[src/rtl/serial_subtractor_if.sv]
// serial_subtractor_if: operand/result bundle between a requester and the bit-serial subtractor
interface serial_subtractor_if #(parameter int WIDTH = 8);
  logic             start;
  logic [WIDTH-1:0] a;
  logic [WIDTH-1:0] b;
  logic             borrow_in;
  logic             busy;
  logic             done;
  logic [WIDTH-1:0] diff;
  logic             borrow_out;
  modport master (output start, a, b, borrow_in, input busy, done, diff, borrow_out);
  modport slave  (input start, a, b, borrow_in, output busy, done, diff, borrow_out);
endinterface

[src/rtl/serial_subtractor.sv]
// serial_subtractor: LSB-first bit-serial a - b - borrow_in using one full-subtractor cell
module serial_subtractor #(parameter int WIDTH = 8) (
  input logic clk,
  input logic rst_n,
  serial_subtractor_if.slave bus
);
  localparam int CW = (WIDTH > 1) ? $clog2(WIDTH) : 1;
  typedef enum logic [1:0] {IDLE, SHIFT, DONE} state_t;
  state_t           r_state;
  logic [CW-1:0]    r_cnt;
  logic [WIDTH-1:0] r_a, r_b, r_res, r_diff;
  logic             r_z, r_busy, r_done, r_bo;
  logic             w_d, w_z_nxt, w_last;
  logic [WIDTH-1:0] w_res_nxt;
  assign w_d     = r_a[0] ^ r_b[0] ^ r_z;
  assign w_z_nxt = (~r_a[0] & r_b[0]) | (~(r_a[0] ^ r_b[0]) & r_z);
  assign w_last  = r_cnt == CW'(WIDTH - 1);
  // new difference bit enters at the MSB so the word is aligned once all bits are in
  always_comb begin
    w_res_nxt = r_res >> 1;
    w_res_nxt[WIDTH-1] = w_d;
  end
  assign bus.busy       = r_busy;
  assign bus.done       = r_done;
  assign bus.diff       = r_diff;
  assign bus.borrow_out = r_bo;
  always_ff @(posedge clk or negedge rst_n) begin
    if (!rst_n) begin
      r_state <= IDLE;
      r_cnt   <= '0;
      r_a     <= '0;
      r_b     <= '0;
      r_res   <= '0;
      r_diff  <= '0;
      r_z     <= 1'b0;
      r_busy  <= 1'b0;
      r_done  <= 1'b0;
      r_bo    <= 1'b0;
    end else begin
      case (r_state)
        IDLE, DONE: begin
          r_done <= 1'b0;
          if (bus.start) begin
            r_a     <= bus.a;
            r_b     <= bus.b;
            r_z     <= bus.borrow_in;
            r_res   <= '0;
            r_cnt   <= '0;
            r_busy  <= 1'b1;
            r_state <= SHIFT;
          end else begin
            r_state <= IDLE;
          end
        end
        SHIFT: begin
          r_a   <= r_a >> 1;
          r_b   <= r_b >> 1;
          r_z   <= w_z_nxt;
          r_res <= w_res_nxt;
          r_cnt <= r_cnt + 1'b1;
          if (w_last) begin
            r_diff  <= w_res_nxt;
            r_bo    <= w_z_nxt;
            r_busy  <= 1'b0;
            r_done  <= 1'b1;
            r_state <= DONE;
          end
        end
        default: r_state <= IDLE;
      endcase
    end
  end
endmodule

[src/flat_wrapper.sv]
// flat-port wrapper written by rule: the top's interface ports become plain ports
module serial_subtractor_flat 
#(parameter int WIDTH = 8)
  (clk, rst_n, bus_start, bus_a, bus_b, bus_borrow_in, bus_busy, bus_done, bus_diff, bus_borrow_out);
  serial_subtractor_if #(.WIDTH(WIDTH)) bus_i ();
  input logic clk;
  input logic rst_n;
  input wire logic [$bits(bus_i.start)-1:0] bus_start;
  input wire logic [$bits(bus_i.a)-1:0] bus_a;
  input wire logic [$bits(bus_i.b)-1:0] bus_b;
  input wire logic [$bits(bus_i.borrow_in)-1:0] bus_borrow_in;
  output wire logic [$bits(bus_i.busy)-1:0] bus_busy;
  output wire logic [$bits(bus_i.done)-1:0] bus_done;
  output wire logic [$bits(bus_i.diff)-1:0] bus_diff;
  output wire logic [$bits(bus_i.borrow_out)-1:0] bus_borrow_out;
  assign bus_i.start = bus_start;
  assign bus_i.a = bus_a;
  assign bus_i.b = bus_b;
  assign bus_i.borrow_in = bus_borrow_in;
  assign bus_busy = bus_i.busy;
  assign bus_done = bus_i.done;
  assign bus_diff = bus_i.diff;
  assign bus_borrow_out = bus_i.borrow_out;
  serial_subtractor #(.WIDTH(WIDTH)) u_core (.clk(clk), .rst_n(rst_n), .bus(bus_i));
endmodule
[config.mk]
export PLATFORM = sky130hd
export DESIGN_NAME = serial_subtractor_flat
export DESIGN_NICKNAME = d
export VERILOG_FILES = /design/src/rtl/serial_subtractor_if.sv /design/src/rtl/serial_subtractor.sv /design/src/flat_wrapper.sv
export SDC_FILE = /design/constraint.sdc
export NUM_CORES = 1
export LEC_CHECK = 0
export CAP_MARGIN = 15
export CORE_UTILIZATION = 42
export CTS_BUF_LIST = sky130_fd_sc_hd__clkbuf_4 sky130_fd_sc_hd__clkbuf_8 sky130_fd_sc_hd__clkbuf_16
export DETAILED_ROUTE_END_ITERATION = 10
export REMOVE_ABC_BUFFERS = 1
export SETUP_SLACK_MARGIN = 0.4
export SLEW_MARGIN = 20
export SYNTH_ARGS = -nofsm -noshare
export SYNTH_HDL_FRONTEND = slang
export SYNTH_SLANG_ARGS = --single-unit
[constraint.sdc]
create_clock -name clk -period 2.6 [get_ports clk]
set_input_delay 0.39 -clock clk [delete_from_list [all_inputs] [get_ports clk]]
set_output_delay 0.39 -clock clk [all_outputs]
set_load 0.1 [all_outputs]
=== After elaboration in Yosys (flattened, before gate mapping) ===
Cells that the tools add are included.

* Word-level logic and storage cells: 48
* Register bits after elaboration: 41
* Input bits: 20
* Output and inout bits: 11

* Bitwise logic cells: 7
* Add/sub/neg operators: 1
* Reduce and logical (&&, ||, !) cells: 7
* Multiplexer cells: 18
* Equality and inequality tests: 5

{| class="wikitable"
|+ Operators with widths
! operator !! number
|-
| 8-bit one-hot mux with 2 select lines || 3
|-
| 8-bit two-way mux || 3
|-
| 1-bit one-hot mux with 2 select lines || 3
|-
| 3-bit one-hot mux with 2 select lines || 1
|-
| 2-bit AND reduction || 3
|-
| 1-bit two-way mux || 5
|-
| 2-bit one-hot mux with 2 select lines || 1
|-
| 3-bit by 1-bit adder with 3-bit output, second input constant || 1
|-
| 3-bit equality test, second input constant || 1
|-
| 3-bit two-way mux || 1
|-
| 3-bit AND reduction || 1
|-
| 1-bit AND || 2
|-
| 2-bit by 1-bit equality test with 1-bit output, second input constant || 1
|-
| 2-bit equality test, second input constant || 1
|-
| 2-bit zero test || 1
|-
| 2-bit two-way mux || 1
|-
| 2-bit by 1-bit != test with 1-bit output, second input constant || 1
|-
| 2-bit != test, second input constant || 1
|-
| 1-bit inverter || 2
|-
| 2-bit nonzero test || 1
|-
| 2-bit OR reduction || 1
|-
| 1-bit XOR || 2
|-
| 1-bit OR || 1
|}

=== Depth between registers and ports, before layout ===
* Word-level depth: 5
* Depth in mapped cells: 6
* Mapped depth without buffers: 5

=== Worst setup path before layout ===
Ideal clock, no wire load.

* Path kind: register to register
* Start: reg u_core.r_cnt[0]
* End: reg u_core.r_diff[0], in the netlist u_core.bus.diff[0]
* Cell stages (with the launch flop): 6
* Period minus slack after synthesis: 1.451 ns
* Path slack: 1.149 ns
* Path buffers: 1
* Library setup time: 0.125 ns
* Data arrival time: 1.325 ns
* Data required time: 2.475 ns
* Cells stage by stage: dfrtp_1 -> ha_1 -> ha_1 -> nand3b_4 -> buf_6 -> mux2_4

* Longest elaborated chain between the ends: 2

{| class="wikitable"
|+ RTL lines
! item !! line !! RTL
|-
| from (decl) || serial_subtractor.sv:10 || <nowiki>logic [CW-1:0] r_cnt;</nowiki>
|-
| from (signal assigned) || serial_subtractor.sv:60 || <nowiki>r_cnt <= r_cnt + 1'b1;</nowiki>
|-
| 3-bit equality test || serial_subtractor.sv:17 || <nowiki>assign w_last = r_cnt == CW'(WIDTH - 1);</nowiki>
|-
| 2-bit AND reduction (no line) || n/a ||
|-
| to (signal assigned) || serial_subtractor.sv:62 || <nowiki>r_diff <= w_res_nxt;</nowiki>
|-
| to (decl) || serial_subtractor.sv:11 || <nowiki>logic [WIDTH-1:0] r_a, r_b, r_res, r_diff;</nowiki>
|}

Every way passes these cells.
A chain may end at the register's enable or synchronous reset.

=== Worst setup path in the final report ===
* Start: reg u_core.r_state[1]
* End: reg u_core.r_diff[7], in the netlist u_core.bus.diff[7]

* Longest elaborated chain between the ends: 2

{| class="wikitable"
|+ RTL lines
! item !! line !! RTL
|-
| from (decl) || serial_subtractor.sv:9 || <nowiki>state_t r_state;</nowiki>
|-
| from (signal assigned) || serial_subtractor.sv:29 || <nowiki>r_state <= IDLE;</nowiki>
|-
| from (signal assigned) || serial_subtractor.sv:50 || <nowiki>r_state <= SHIFT;</nowiki>
|-
| from (signal assigned) || serial_subtractor.sv:52 || <nowiki>r_state <= IDLE;</nowiki>
|-
| 2-bit by 1-bit equality test with 1-bit output || serial_subtractor.sv:40 || <nowiki>case (r_state)</nowiki>
|-
| 2-bit AND reduction (no line) || n/a ||
|}

Every way passes these cells.

==> flow_summary.json <==
{
  "cp.arrival_ns": 1.86,
  "synth.avg_cell_area_sq_um": 12.2,
  "core_area_sq_um": 4410,
  "place_ws_ns": 0.868,
  "required_ns": 2.78,
  "rows": 24,
  "post-route-period-util": 0.644,
  "cts_tree": "yes",
  "dr_total_vias": 1308,
  "fin_skew_ns": 0.00204,
  "worst_slew_margin_rel": 0.389,
  "hpwl_mm": 2.52,
  "peakVddDrop_mv": 0.559,
  "drtIter0Drc": 48,
  "rsz0062_at_grt": "false",
  "final_common_cell": "dfrtp_1",
  "clockBufferDepth": 2,
  "ctsRootBufferMaster": "clkbuf_8",
  "grt_use_total": 0.170,
  "setup_slack_ns": 0.927,
  "worstSetupEndpointType": "register",
  "io_pins": 31,
  "postLayoutCoreUtil": 0.527,
  "htreeDepth": 2,
  "fillers": 393,
  "crit_type": "reg -> reg",
  "cts_buffers": 5,
  "netlist_instances": 161,
  "outcome": "finished clean",
  "drtPass1Iterations": 4,
  "hold_class": "in -> async",
  "dieArea_sq_um": 4960,
  "overflow": 0,
  "worst_pin_slew_ns": 0.916,
  "path_max_fanout": 15,
  "stdcell_count": 242,
  "yosysUniqueCellTypes": 25,
  "drt_wl_total_mm": 3.72,
  "hold_buffers": 0,
  "clock.fmax_mhz": 598,
  "mostFrequentLayoutCells": "dfrtp_1 (40), clkdlybuf4s50_1 (18), nor2b_1 (17)",
  "initial_core_util": 0.445,
  "port_buffers": 30,
  "path_clk_slew_ns": 0.08,
  "drv_cap": 0,
  "final-hold-violation-count": 0,
  "grt_pass1_wl_mm": 6.42,
  "tns_ns": 0,
  "hold_ws_ns": 0.230,
  "grt_max_degree": 41,
  "min_period_ns": 1.67,
  "detail-route-antenna-nets": 0,
  "clk_latency_ns": 0.29,
  "drc": 0,
  "ctsResizeCount": 0,
  "start_kind": "register",
  "reg2reg_setup_slack_ns": 0.93,
  "yosysSeqAreaShare": 0.509,
  "viasPerCell": 5.40,
  "drv_slew": 0,
  "diodes": 0,
  "cts_setup_buffers": 0,
  "nets": 212,
  "layout-drive-gt1-share": 0.195,
  "die_x_um": 70.4,
  "gp_congestion": 0.731,
  "antenna_found_initial": 0,
  "place_inst": 234,
  "p_leak_nw": 1.05,
  "grt_pass1_vias": 1318,
  "mappedNetlistArea_sq_um": 1970,
  "die_h_um": 70.4,
  "area_growth_pct": 18.3,
  "clock_sinks": 40,
  "p_per_area_nw_per_um2": 1340,
  "ys_ff_latch": 40,
  "yosys_warnings": 0,
  "wire_per_inst_um": 15.4,
  "setup_viol": 0
}
-- Yosys cell counts --
master / number / area, sq um
mux2_4: 8 / 120
mux2i_1: 16 / 160
xnor2_1: 1 / 8.76
buf_2: 1 / 5.00
nor2b_1: 17 / 106
nand3b_4: 1 / 20.0
o21ai_0: 4 / 20.0
mux2_2: 4 / 45.0
a21oi_1: 15 / 75.1
buf_6: 5 / 56.3
clkbuf_1: 5 / 18.8
ha_1: 2 / 25.0
nor2_1: 1 / 3.75
a22o_1: 10 / 87.6
nand2_1: 1 / 3.75
o22ai_1: 1 / 6.26
a211oi_1: 15 / 113
dfrtp_1: 40 / 1000
o21bai_1: 1 / 7.51
buf_4: 2 / 15.0
nand3_1: 2 / 10.0
inv_1: 6 / 22.5
o21a_1: 1 / 7.51
a21o_1: 1 / 7.51
fa_1: 1 / 20.0
-- worst max-delay path, cell delays in order (launching register included) --
cell and delay (ns):
dfrtp_1 0.80, nand3b_4 0.40, mux2_2 0.36
-- registers in the layout, summed over array words and instances (netlist names) --
register / cells
u_core.bus.diff: 8
u_core.r_a: 8
u_core.r_b: 8
u_core.r_res: 7
u_core.r_cnt: 3
u_core.r_state: 2
u_core.bus.borrow_out: 1
u_core.bus.busy: 1
u_core.bus.done: 1
u_core.r_z: 1
-- cell type report --
| class | count | area (sq um) | area share |
|---|---|---|---|
| Clock buffer | 6 | 82.6 | 0.0355 |
| Clock inverter | 2 | 10.0 | 0.00430 |
| Inverter | 6 | 22.5 | 0.00968 |
| Multi-Input combinational cell | 102 | 847 | 0.364 |
| Sequential cell | 40 | 1000 | 0.430 |
| Tap cell | 52 | 65.1 | 0.0280 |
| Timing Repair Buffer | 34 | 298 | 0.128 |
-- per-layer routing --
| layer | global-route usage | routed length [um] | part of all wire | vias up |
|---|---|---|---|---|
| met5 | 0 | 0 | 0 | - |
| met2 | 0.278 | 1760 | 0.47 | 27 |
| met4 | 0.0533 | 51 | 0.014 | 0 |
| li1 | - | - | - | 636 |
| met1 | 0.215 | 1750 | 0.47 | 639 |
| met3 | 0.0491 | 158 | 0.043 | 6 |
-- power by group --
| part | internal (mW) | total [mW] | switching (mW) |
|---|---|---|---|
| combinational | 0.582 | 1.55 | 0.972 |
| clock | 0.212 | 0.432 | 0.220 |
| sequential | 0.908 | 1.14 | 0.231 |
-- logic make-up after synthesis --
group | share of synthesized area
simple gates | 0.0732
xor+xnor | 0.00446
compound gates | 0.165
fa+ha+maj | 0.0229
flops | 0.509
mux | 0.165
buf+inv | 0.0598
-- per-stage QoR --
step,instance area [sq um],power (mW)
floorplan,1870,2.33
global placement,2230,2.64
detailed placement,2230,2.71
CTS,2330,3.15
global route,2330,3.33
finish,2330,3.12
-- worst paths after layout --
| path | from | to | cells past startpoint |
|---|---|---|---|
| worst max-delay path | u_core.r_state[1] | u_core.bus.diff[7] | 2 |
| worst min-delay path | rst_n | u_core.r_cnt[1] | 1 |
| worst max register to register | u_core.r_state[1] | u_core.bus.diff[7] | 2 |
| worst min register to register | u_core.bus.borrow_out | u_core.bus.borrow_out | 2 |
| max in group asynchronous | rst_n | u_core.r_a[0] | 1 |
| min in group clk | u_core.bus.borrow_out | u_core.bus.borrow_out | 2 |
(Power assumes the default switching activity.)
